<file path="src/rtl/first_round_key_gen_pkg.sv">
// Shared types, constants and helpers for the first-round key stage of the Rijndael key schedule.
package first_round_key_pkg;

    typedef enum logic [1:0] {
        ST_IDLE  = 2'd0,
        ST_WRITE = 2'd1,
        ST_DONE  = 2'd2
    } state_e;

    localparam int KC4 = 4;
    localparam int KC6 = 6;
    localparam int KC8 = 8;

    localparam int WORD_W_DEF    = 32;
    localparam int BLK_WORDS_DEF = 4;

    // Rows of 4 words needed to hold kc key words, i.e. ceil(kc/4).
    function automatic logic [2:0] nrows(input logic [3:0] kc);
        logic [4:0] t;
        t = {1'b0, kc} + 5'd3;
        return t[4:2];
    endfunction

    function automatic logic kc_legal(input logic [3:0] kc);
        return (int'(kc) == KC4) || (int'(kc) == KC6) || (int'(kc) == KC8);
    endfunction

endpackage

</file>
<file path="src/rtl/first_round_key_gen_if.sv">
// Load request and RAM write/completion bus of first_round_key_gen.
interface first_round_key_gen_if #(
    parameter int WORD_W        = first_round_key_pkg::WORD_W_DEF,
    parameter int BLK_WORDS     = first_round_key_pkg::BLK_WORDS_DEF,
    parameter int KEY_WORDS_MAX = 8,
    parameter int ADDR_W        = 4
);
    logic [3:0]                      iKC;
    logic [3:0]                      iRound;
    logic                            iKey_load;
    logic [KEY_WORDS_MAX*WORD_W-1:0] iKey_data;

    logic                            oBusy;
    logic                            oErr;
    logic [ADDR_W-1:0]               oRAM_Ke_addr;
    logic [BLK_WORDS-1:0]            oRAM_Ke_we;
    logic [BLK_WORDS*WORD_W-1:0]     oRAM_Ke_data;
    logic [ADDR_W-1:0]               oRAM_Kd_addr;
    logic [BLK_WORDS-1:0]            oRAM_Kd_we;
    logic [BLK_WORDS*WORD_W-1:0]     oRAM_Kd_data;
    logic                            oLast_key_data_valid;
    logic [WORD_W-1:0]               oLast_key_data;
    logic [KEY_WORDS_MAX*WORD_W-1:0] oKey_words;
    logic [ADDR_W-1:0]               oNext_row;
    logic [1:0]                      oNext_lane;

    modport master (
        output iKC, iRound, iKey_load, iKey_data,
        input  oBusy, oErr, oRAM_Ke_addr, oRAM_Ke_we, oRAM_Ke_data,
               oRAM_Kd_addr, oRAM_Kd_we, oRAM_Kd_data,
               oLast_key_data_valid, oLast_key_data, oKey_words, oNext_row, oNext_lane
    );

    modport slave (
        input  iKC, iRound, iKey_load, iKey_data,
        output oBusy, oErr, oRAM_Ke_addr, oRAM_Ke_we, oRAM_Ke_data,
               oRAM_Kd_addr, oRAM_Kd_we, oRAM_Kd_data,
               oLast_key_data_valid, oLast_key_data, oKey_words, oNext_row, oNext_lane
    );
endinterface

</file>
<file path="src/rtl/first_round_key_gen_key_row_mux.sv">
// Combinational row selector: key words 4r..4r+3 plus per-lane enables for words below KC.
module key_row_mux #(
    parameter int WORD_W        = 32,
    parameter int BLK_WORDS     = 4,
    parameter int KEY_WORDS_MAX = 8,
    parameter int ADDR_W        = 4
) (
    input  logic [KEY_WORDS_MAX*WORD_W-1:0] key_words,
    input  logic [ADDR_W-1:0]               row,
    input  logic [3:0]                      kc,
    output logic [BLK_WORDS*WORD_W-1:0]     data,
    output logic [BLK_WORDS-1:0]            we
);

    // NOTE: every output gets a default before the loop so no path leaves it unassigned (no latch).
    always_comb begin
        data = '0;
        we   = '0;
        for (int i = 0; i < BLK_WORDS; i++) begin
            if (int'(row) * BLK_WORDS + i < KEY_WORDS_MAX)
                data[i*WORD_W +: WORD_W] = key_words[(int'(row) * BLK_WORDS + i) * WORD_W +: WORD_W];
            we[i] = (int'(row) * BLK_WORDS + i) < int'(kc);
        end
    end

endmodule

</file>
<file path="src/rtl/first_round_key_gen.sv">
// First-round key writer for 4/6/8-word keys into Ke (row 0 up) and Kd (row iRound down).
// Define KD_WRITE_EN to drive the Kd port; otherwise the build is encrypt-only.
module first_round_key_gen
    import first_round_key_pkg::*;
#(
    parameter int WORD_W        = WORD_W_DEF,
    parameter int BLK_WORDS     = BLK_WORDS_DEF,
    parameter int KEY_WORDS_MAX = 8,
    parameter int ADDR_W        = 4
) (
    input logic                 iClk,
    input logic                 iRst_n,
    first_round_key_gen_if.slave bus
);

    localparam int KEY_W = KEY_WORDS_MAX * WORD_W;
    localparam int ROW_W = BLK_WORDS * WORD_W;

    state_e              state;
    logic [KEY_W-1:0]    key_q;
    logic [3:0]          kc_q;
    logic [ADDR_W-1:0]   row_q;
    logic [ADDR_W-1:0]   last_row_q;
    logic [ADDR_W-1:0]   ke_addr_q;
    logic [BLK_WORDS-1:0] we_q;
    logic [ROW_W-1:0]    data_q;
    logic                busy_q;
    logic                err_q;
    logic                valid_q;
    logic [WORD_W-1:0]   last_word_q;
    logic [ADDR_W-1:0]   next_row_q;
    logic [1:0]          next_lane_q;

    logic                idle;
    logic [KEY_W-1:0]    mux_key;
    logic [3:0]          mux_kc;
    logic [ADDR_W-1:0]   mux_row;
    logic [ROW_W-1:0]    row_data;
    logic [BLK_WORDS-1:0] row_we;
    logic [WORD_W-1:0]   last_word_in;

    // Row 0 is registered on the load edge itself, so in IDLE the mux looks at the incoming key.
    assign idle    = (state == ST_IDLE);
    assign mux_key = idle ? bus.iKey_data : key_q;
    assign mux_kc  = idle ? bus.iKC : kc_q;
    assign mux_row = idle ? '0 : row_q;

    key_row_mux #(
        .WORD_W       (WORD_W),
        .BLK_WORDS    (BLK_WORDS),
        .KEY_WORDS_MAX(KEY_WORDS_MAX),
        .ADDR_W       (ADDR_W)
    ) u_key_row_mux (
        .key_words(mux_key),
        .row      (mux_row),
        .kc       (mux_kc),
        .data     (row_data),
        .we       (row_we)
    );

    always_comb begin
        last_word_in = '0;
        for (int w = 0; w < KEY_WORDS_MAX; w++)
            if (w == int'(bus.iKC) - 1) last_word_in = bus.iKey_data[w*WORD_W +: WORD_W];
    end

`ifdef KD_WRITE_EN
    logic [3:0]        round_q;
    logic [ADDR_W-1:0] kd_addr_q;
`endif

    // NOTE: sequential state uses non-blocking assignments so every register samples pre-edge values.
    always_ff @(posedge iClk) begin
        if (!iRst_n) begin
            // NOTE: the key buffer is a plain register bank, so it is cleared with the rest of the state.
            state       <= ST_IDLE;
            key_q       <= '0;
            kc_q        <= '0;
            row_q       <= '0;
            last_row_q  <= '0;
            ke_addr_q   <= '0;
            we_q        <= '0;
            data_q      <= '0;
            busy_q      <= 1'b0;
            err_q       <= 1'b0;
            valid_q     <= 1'b0;
            last_word_q <= '0;
            next_row_q  <= '0;
            next_lane_q <= '0;
`ifdef KD_WRITE_EN
            round_q     <= '0;
            kd_addr_q   <= '0;
`endif
        end else begin
            we_q    <= '0;
            err_q   <= 1'b0;
            valid_q <= 1'b0;
            case (state)
                ST_IDLE: begin
                    if (bus.iKey_load) begin
                        if (kc_legal(bus.iKC)) begin
                            key_q       <= bus.iKey_data;
                            kc_q        <= bus.iKC;
                            ke_addr_q   <= '0;
                            data_q      <= row_data;
                            we_q        <= row_we;
                            last_word_q <= last_word_in;
                            next_row_q  <= ADDR_W'(bus.iKC >> 2);
                            next_lane_q <= bus.iKC[1:0];
                            busy_q      <= 1'b1;
                            row_q       <= ADDR_W'(1);
                            last_row_q  <= ADDR_W'(nrows(bus.iKC) - 3'd1);
                            state       <= (nrows(bus.iKC) == 3'd1) ? ST_DONE : ST_WRITE;
`ifdef KD_WRITE_EN
                            round_q     <= bus.iRound;
                            kd_addr_q   <= ADDR_W'(bus.iRound);
`endif
                        end else begin
                            err_q <= 1'b1;
                        end
                    end
                end
                ST_WRITE: begin
                    ke_addr_q <= row_q;
                    data_q    <= row_data;
                    we_q      <= row_we;
                    row_q     <= row_q + ADDR_W'(1);
`ifdef KD_WRITE_EN
                    kd_addr_q <= ADDR_W'(round_q) - row_q;
`endif
                    if (row_q == last_row_q) state <= ST_DONE;
                end
                ST_DONE: begin
                    valid_q <= 1'b1;
                    busy_q  <= 1'b0;
                    state   <= ST_IDLE;
                end
                default: state <= ST_IDLE;
            endcase
        end
    end

    assign bus.oBusy                = busy_q;
    assign bus.oErr                 = err_q;
    assign bus.oRAM_Ke_addr         = ke_addr_q;
    assign bus.oRAM_Ke_we           = we_q;
    assign bus.oRAM_Ke_data         = data_q;
    assign bus.oLast_key_data_valid = valid_q;
    assign bus.oLast_key_data       = last_word_q;
    assign bus.oKey_words           = key_q;
    assign bus.oNext_row            = next_row_q;
    assign bus.oNext_lane           = next_lane_q;

`ifdef KD_WRITE_EN
    assign bus.oRAM_Kd_addr = kd_addr_q;
    assign bus.oRAM_Kd_we   = we_q;
    assign bus.oRAM_Kd_data = data_q;
`else
    logic unused_round;
    assign unused_round     = ^bus.iRound;
    assign bus.oRAM_Kd_addr = '0;
    assign bus.oRAM_Kd_we   = '0;
    assign bus.oRAM_Kd_data = '0;
`endif

endmodule

</file>
<file path="src/flat_wrapper.sv">
// flat-port wrapper written by rule: the top's interface ports become plain ports
module first_round_key_gen_flat import first_round_key_pkg::*;
#(
    parameter int WORD_W        = WORD_W_DEF,
    parameter int BLK_WORDS     = BLK_WORDS_DEF,
    parameter int KEY_WORDS_MAX = 8,
    parameter int ADDR_W        = 4
)
  (iClk, iRst_n, bus_iKC, bus_iRound, bus_iKey_load, bus_iKey_data, bus_oBusy, bus_oErr, bus_oRAM_Ke_addr, bus_oRAM_Ke_we, bus_oRAM_Ke_data, bus_oRAM_Kd_addr, bus_oRAM_Kd_we, bus_oRAM_Kd_data, bus_oLast_key_data_valid, bus_oLast_key_data, bus_oKey_words, bus_oNext_row, bus_oNext_lane);
  first_round_key_gen_if #(.WORD_W(WORD_W), .BLK_WORDS(BLK_WORDS), .KEY_WORDS_MAX(KEY_WORDS_MAX), .ADDR_W(ADDR_W)) bus_i ();
  input logic iClk;
  input logic iRst_n;
  input wire logic [$bits(bus_i.iKC)-1:0] bus_iKC;
  input wire logic [$bits(bus_i.iRound)-1:0] bus_iRound;
  input wire logic [$bits(bus_i.iKey_load)-1:0] bus_iKey_load;
  input wire logic [$bits(bus_i.iKey_data)-1:0] bus_iKey_data;
  output wire logic [$bits(bus_i.oBusy)-1:0] bus_oBusy;
  output wire logic [$bits(bus_i.oErr)-1:0] bus_oErr;
  output wire logic [$bits(bus_i.oRAM_Ke_addr)-1:0] bus_oRAM_Ke_addr;
  output wire logic [$bits(bus_i.oRAM_Ke_we)-1:0] bus_oRAM_Ke_we;
  output wire logic [$bits(bus_i.oRAM_Ke_data)-1:0] bus_oRAM_Ke_data;
  output wire logic [$bits(bus_i.oRAM_Kd_addr)-1:0] bus_oRAM_Kd_addr;
  output wire logic [$bits(bus_i.oRAM_Kd_we)-1:0] bus_oRAM_Kd_we;
  output wire logic [$bits(bus_i.oRAM_Kd_data)-1:0] bus_oRAM_Kd_data;
  output wire logic [$bits(bus_i.oLast_key_data_valid)-1:0] bus_oLast_key_data_valid;
  output wire logic [$bits(bus_i.oLast_key_data)-1:0] bus_oLast_key_data;
  output wire logic [$bits(bus_i.oKey_words)-1:0] bus_oKey_words;
  output wire logic [$bits(bus_i.oNext_row)-1:0] bus_oNext_row;
  output wire logic [$bits(bus_i.oNext_lane)-1:0] bus_oNext_lane;
  assign bus_i.iKC = bus_iKC;
  assign bus_i.iRound = bus_iRound;
  assign bus_i.iKey_load = bus_iKey_load;
  assign bus_i.iKey_data = bus_iKey_data;
  assign bus_oBusy = bus_i.oBusy;
  assign bus_oErr = bus_i.oErr;
  assign bus_oRAM_Ke_addr = bus_i.oRAM_Ke_addr;
  assign bus_oRAM_Ke_we = bus_i.oRAM_Ke_we;
  assign bus_oRAM_Ke_data = bus_i.oRAM_Ke_data;
  assign bus_oRAM_Kd_addr = bus_i.oRAM_Kd_addr;
  assign bus_oRAM_Kd_we = bus_i.oRAM_Kd_we;
  assign bus_oRAM_Kd_data = bus_i.oRAM_Kd_data;
  assign bus_oLast_key_data_valid = bus_i.oLast_key_data_valid;
  assign bus_oLast_key_data = bus_i.oLast_key_data;
  assign bus_oKey_words = bus_i.oKey_words;
  assign bus_oNext_row = bus_i.oNext_row;
  assign bus_oNext_lane = bus_i.oNext_lane;
  first_round_key_gen #(.WORD_W(WORD_W), .BLK_WORDS(BLK_WORDS), .KEY_WORDS_MAX(KEY_WORDS_MAX), .ADDR_W(ADDR_W)) u_core (.iClk(iClk), .iRst_n(iRst_n), .bus(bus_i));
endmodule
</file>
<file path="config.mk">
export PLATFORM = sky130hd
export DESIGN_NAME = first_round_key_gen_flat
export DESIGN_NICKNAME = d
export VERILOG_FILES = /design/src/rtl/first_round_key_gen_pkg.sv /design/src/rtl/first_round_key_gen_if.sv /design/src/rtl/first_round_key_gen_key_row_mux.sv /design/src/rtl/first_round_key_gen.sv /design/src/flat_wrapper.sv
export SDC_FILE = /design/constraint.sdc
export NUM_CORES = 1
export LEC_CHECK = 0
export ABC_AREA = 1
export BUFFER_PORTS_ARGS = -buffer_cell sky130_fd_sc_hd__buf_2
export CORE_AREA = 2 2 329 331
export CTS_BUF_LIST = sky130_fd_sc_hd__clkbuf_2
export CTS_CLUSTER_DIAMETER = 30
export DETAILED_ROUTE_END_ITERATION = 12
export DIE_AREA = 0 0 331 333
export GPL_ROUTABILITY_DRIVEN = 0
export SYNTH_ARGS = -nofsm -noshare
export SYNTH_HDL_FRONTEND = slang
export SYNTH_SLANG_ARGS = --single-unit
export TNS_END_PERCENT = 10
</file>
<file path="constraint.sdc">
create_clock -name iClk -period 2.69 [get_ports iClk]
set_input_delay 0.1345 -clock iClk [delete_from_list [all_inputs] [get_ports iClk]]
set_output_delay 0.1345 -clock iClk [all_outputs]
set_load 0.02 [all_outputs]
</file>
# After elaboration in Yosys (flattened, before gate mapping)
# Index checks and enable logic that the tools add are counted.
# classes
add_sub_neg	7
mux	37
n_reduce_logical	11
n_shift	4
eq_ne	17
bitwise	0
multipliers	0
order_cmp	8
div	0
# op_table
op	n
$shiftx 256x32->32	3
$mux 32	12
$mux 128	2
$mux 256	1
$pmux 128 s2	1
$shiftx 256x12->32	1
$lt 32x5->1 const B	3
$logic_not 32->1	1
$mux 4	8
$pmux 4 s2	3
$lt 7x4->1	3
$eq 4x5->1 const A	4
$reduce_and 3->1	5
$add 6x2->7 const B	2
$eq 4x4->1 const B	3
$eq 3x5->1 const A	2
$mux 2	4
$add 6x1->7 const B	1
$lt 6x4->1	1
$lt 6x4->1 const B	1
$add 4x2->5 const B	1
$eq 2x5->1 const A	1
$sub 4x1->5 const B	1
$add 4x1->4 const B	1
other kinds (13)	19
# totals
latch_bits	0
mem_bits_rw	0
n_memories	0
reg_bits	445
output_inout_bits	569
word_cells	98
romBits	0
in_bits	267

# Logic depth before layout (Yosys ltp)
# depth
word_depth	10
depth_mapped	12
mapped_depth_nobuf	10

# Hierarchy
# From an unflattened synthesis, not the netlist that was laid out.
# unflattened
hier_cells	3664
area_unflattened_um2	23965.5
# modules_own_cells
mod	area_per_inst_um2	instances	cells_each	seq_area_each_um2
first_round_key_gen	21351.7	1	3209	8828.5
key_row_mux	2613.8	1	455	0.0

# Least setup slack after synthesis
# Ideal clock, no wire load.
# synth_timing
kind	register to register
start	register u_core.state[1]
end	register u_core.we_q[2], in the netlist u_core.bus.oRAM_Ke_we[2]
path_buffers	2
setup_ps	78
slack_ps	724
stages_incl_launch_ff	11
t_required_ps	2612
t_arrival_ps	1887
period_less_slack_ps	1966
path_cell_list	dfxtp_1 > nor2_2 > buf_2 > buf_1 > nand2_1 > o21ai_0 > ha_1 > nand2_1 > a21oi_1 > o21a_1 > nor3_1
# synth_between
elab_chain_len	7
word_cells_on_any_way	9
cone_classes	1 x add/sub; 1 x order compare; 1 x eq/ne; 5 x mux; 1 x reduce/logical
# synth_rtl
element	line_no	text
start: declaration	first_round_key_gen.sv:19	state_e state;
start signal: assignment	first_round_key_gen.sv:113	state <= (nrows(bus.iKC) == 3'd1) ? ST_DONE : ST_WRITE;
$logic_not 2->1	first_round_key_gen.sv:43, first_round_key_gen.sv:98	
$mux 4	first_round_key_gen.sv:46	assign mux_row = idle ? '0 : row_q;
$add 6x2->7	first_round_key_gen_key_row_mux.sv:22	we[i] = (int'(row) * BLK_WORDS + i) < int'(kc);
$lt 7x4->1	first_round_key_gen_key_row_mux.sv:22	
$mux 4	first_round_key_gen.sv:101	if (kc_legal(bus.iKC)) begin
$mux 4	first_round_key_gen.sv:100	if (bus.iKey_load) begin
$pmux 4 s2 *	first_round_key_gen.sv:98	case (state)
end signal: assignment	first_round_key_gen.sv:106	we_q <= row_we;
end signal: assignment	first_round_key_gen.sv:126	we_q <= row_we;
end: declaration	first_round_key_gen.sv:25	logic [BLK_WORDS-1:0] we_q;
# Every way passes the cells marked *; elsewhere a longest branch is shown, timed or not.
# A chain may end at the register's enable or synchronous reset.

# Worst setup path in the final report
# layout_timing
start	input bus_iKC[1]
end	register u_core.last_word_q[30], in the netlist u_core.bus.oLast_key_data[30]
# layout_between
elab_chain_len	10
word_cells_on_any_way	23
cone_classes	1 x add/sub; 10 x eq/ne; 8 x mux; 4 x reduce/logical
# layout_rtl
element	line_no	text
start: declaration	flat_wrapper.sv:13	input wire logic [$bits(bus_i.iKC)-1:0] bus_iKC;
$sub 4x1->5	first_round_key_gen.sv:64	if (w == int'(bus.iKC) - 1) last_word_in = bus.iKey_data[w*WORD_W +: WORD_W];
$logic_not 32->1	first_round_key_gen.sv:64	
$mux 32 (8 in series)	first_round_key_gen.sv:64	
end signal: assignment	first_round_key_gen.sv:107	last_word_q <= last_word_in;
end: declaration	first_round_key_gen.sv:30	logic [WORD_W-1:0] last_word_q;
# Parallel ways exist; a longest one is shown, timed or not.

==> results.py <==
metrics = {
    "run_status": {
        "status": "complete, but fails checks",
        "violations": "setup timing",
    },
    "finish": {
        "design_area_um2": 35300,
        "fillers": 11200,
        "seq_area_um2": 8830,
        "nNetsFinal": 4695,
        "syn2layout_area_growth_pct": 59.1,
        "multi_input_area_um2": 10900,
        "layout-drive-gt1-share_pct": 26.8,
    },
    "yosys": {
        "synth.most_common_cell": "nand2_1",
        "ys_async_sr_fraction_pct": 0,
        "yosysTopAreaCellShare_pct": 39.8,
        "yosysTopAreaCell": "dfxtp_1",
        "synth_area_leaders": "dfxtp_1 40%, nand2_1 13%, nand3_1 9.1%",
        "synth_seq_cells": 441,
        "ys_warn_count": 0,
        "synth_edf_count": 0,
        "synth_commonest_cells": "758 x nand2_1, 441 x dfxtp_1, 405 x nand3_1, 280 x nor2_1, 235 x inv_1",
        "post_synth.cell_area_avg_um2": 7.31,
        "yosysUniqueCellTypes": 33,
        "ys_seq_area_share_pct": 39.8,
        "ys.flop_type": "dfxtp_1",
        "netlist_area_um2": 22200,
        "synth_cells": 3035,
    },
    "drt": {
        "ant_nets": 0,
        "wire_per_inst_um": 24.9,
        "wl_um": 148000,
        "viasPerCell": 4.67,
        "vias": 27900,
        "drc": 0,
        "drt-initial-drc-count": 2467,
        "drt_first_pass_iters": 7,
    },
    "clocking": {
        "clk_latency_ns": 1.52,
        "numCtsBuffers": 142,
        "cts_tree": "yes",
        "htreeDepth": 4,
        "cts_buffer_depth": 3,
        "clockRootBuffer": "clkbuf_2",
        "cts.clk_slew.worst_paths_ns": 0.08,
        "cts_sinks": 441,
    },
    "sta": {
        "fin_tns_setup_ns": -0.0789,
        "slew_headroom_pct": 38.2,
        "max_clock_freq_mhz": 361,
        "post-route-period-util_pct": 103,
        "fin_worst_skew_ns": 0.210,
        "setup_viol": 1,
        "slew_violations": 0,
        "setup_ws_ns": -0.0789,
        "period_needed_ns": 2.77,
        "finalHoldViolations": 0,
        "worst_pin_slew_ns": 0.924,
    },
    "placement": {
        "placed_cell_area_um2": 26800,
        "place.detailed.hpwl_um": 109000,
        "io_buffers": 693,
    },
    "grt": {
        "grt_max_degree": 95,
        "grt_antenna_before_repair": 40,
        "gr-usage-all-layers_pct": 26.0,
        "grt_pass1_vias": 27300,
        "grt-ovfl-total": 0,
        "grt_pass1_wl_um": 202000,
    },
    "pwr": {
        "powerDensity_nw_per_um2": 492,
        "leakage_nw": 16.2,
        "finalPower_mw": 17.4,
        "ir_worst_vdd_mv": 0.329,
    },
    "min_path": {
        "min_path_type": "primary input to flip-flop",
    },
    "critical_path": {
        "arrival_ns": 4.02,
        "worst-setup-path-type": "primary input to flip-flop",
        "crit_fanout": 32,
        "critPathRequiredTime_ns": 3.94,
        "endpoint_kind": "flip-flop",
        "start_kind": "primary input",
    },
    "floorplan": {
        "design.core.area_um2": 107000,
        "die_width_um": 331,
        "io_pins": 836,
        "die-area_um2": 110000,
        "die_h_um": 333,
        "start_util_pct": 20.8,
        "rows": 120,
    },
    "run": {
        "drv_cap": 0,
    },
}
area by class of cell:
type	count	area share [%]
clock buffer	196	2.78
timing repair buffer	1475	32.3
multi-input combinational	2121	30.8
clock inverter	62	1.31
tap	1403	4.97
sequential	441	25.0
inverter	241	2.63
antenna	24	0.170
registers in the layout (all words and copies together), names as in the netlist, 2 cells and up:
signal                     flops
u_core.bus.oKey_words        256
u_core.bus.oRAM_Ke_we          4
u_core.bus.oLast_key_data     32
u_core.bus.oRAM_Ke_data      128
u_core.last_row_q              4
u_core.row_q                   4
u_core.kc_q                    4
u_core.bus.oRAM_Ke_addr        4
u_core.state                   2
routing by layer:
| layer | track usage (%) | up-vias | wire length, um |
|---|---|---|---|
| met5 | 0 | - | 345 |
| met4 | 11.3 | 52 | 6200 |
| met3 | 7.74 | 391 | 13300 |
| met2 | 42.3 | 1659 | 68500 |
| met1 | 31.5 | 13100 | 60200 |
| li1 | - | 12600 | - |
logic make-up (layout without fill, tap and decap cells):
family                     count (synthesis)  after routing  share of synthesized area (%)
AOI/OAI and AO/OA                        452            452                           17.0
xor gates and xnor gates                   5              5                          0.197
adders and majority gates                  6              6                          0.338
buffers and inverters                    610           1974                           13.8
DFF                                      441            441                           39.8
other                                      1            162                         0.0169
and+or+nand+nor                         1520           1520                           28.9
final timing paths:
kind / start / end / slack, ns / cells after the start
setup / recovery: bus_iKC[1] / u_core.bus.oLast_key_data[30] / -0.08 / 14
hold / removal: bus_iKey_data[135] / u_core.bus.oLast_key_data[7] / 0.31 / 7
setup reg to reg: u_core.state[1] / u_core.bus.oKey_words[199] / 0.15 / 7
hold reg to reg: u_core.bus.oRAM_Ke_data[77] / u_core.bus.oRAM_Ke_data[77] / 0.46 / 2
worst max-delay path, cell delays in order:
cell	delay (ns)
dlygate4sd3_1	0.53
buf_2	0.21
dlygate4sd3_1	0.74
inv_2	0.10
nor2_4	0.16
nand2_1	0.10
inv_1	0.07
buf_4	0.33
nand2_1	0.10
nand4_1	0.18
dlygate4sd3_1	0.65
nor2_1	0.05
dlygate4sd3_1	0.55
nor2_1	0.10
placed cells by master (no fill, tap or decap), drive strengths merged:
master	Yosys	final
conb	1	138
o211ai	128	128
ha	6	6
diode	0	24
o31ai	33	33
xor2	2	2
dfxtp	441	441
or2	26	26
a21oi	143	143
inv	241	246
clkbuf	125	196
clkinv	0	47
buf	244	779
nor2	285	285
nand4	35	35
dlygate4sd3	0	696
o21a	2	2
nand3	407	407
nor3	3	3
a211oi	127	127
xnor2	3	3
and3	1	1
clkinvlp	0	3
o21ai	16	16
a22oi	2	2
nand2	763	763
bufinv	0	7
o22ai	1	1
through the flow:
step / hold slack (ns) / setup WS, ns / cells / utilization [%]
detailed placement: 0.417 / 0.430 / 4979 / 25.1
CTS: 0.00248 / 0.0118 / 5934 / 33.0
global route: 0.176 / -0.0265 / 5948 / 33.1
global placement: 0.410 / 0.392 / 4979 / 25.1
finish: 0.306 / -0.0789 / 5963 / 33.1
floorplan: 0.273 / 0.724 / 3172 / -
repair_timing:
action | 4_1_cts | 5_1_grt
gates resized for setup | 0 | 1
endpoints found under the setup margin | 0 | 45
endpoints found under the hold margin | 441 | 0
hold buffers | 697 | 0
setup buffers | 0 | 5
where the power goes:
| part | internal (mW) | total [mW] | switching, mW |
|---|---|---|---|
| combinational | 1.46 | 4.09 | 2.62 |
| clock | 2.70 | 6.24 | 3.53 |
| sequential | 6.84 | 7.04 | 0.201 |
(Power assumes the default switching activity.)
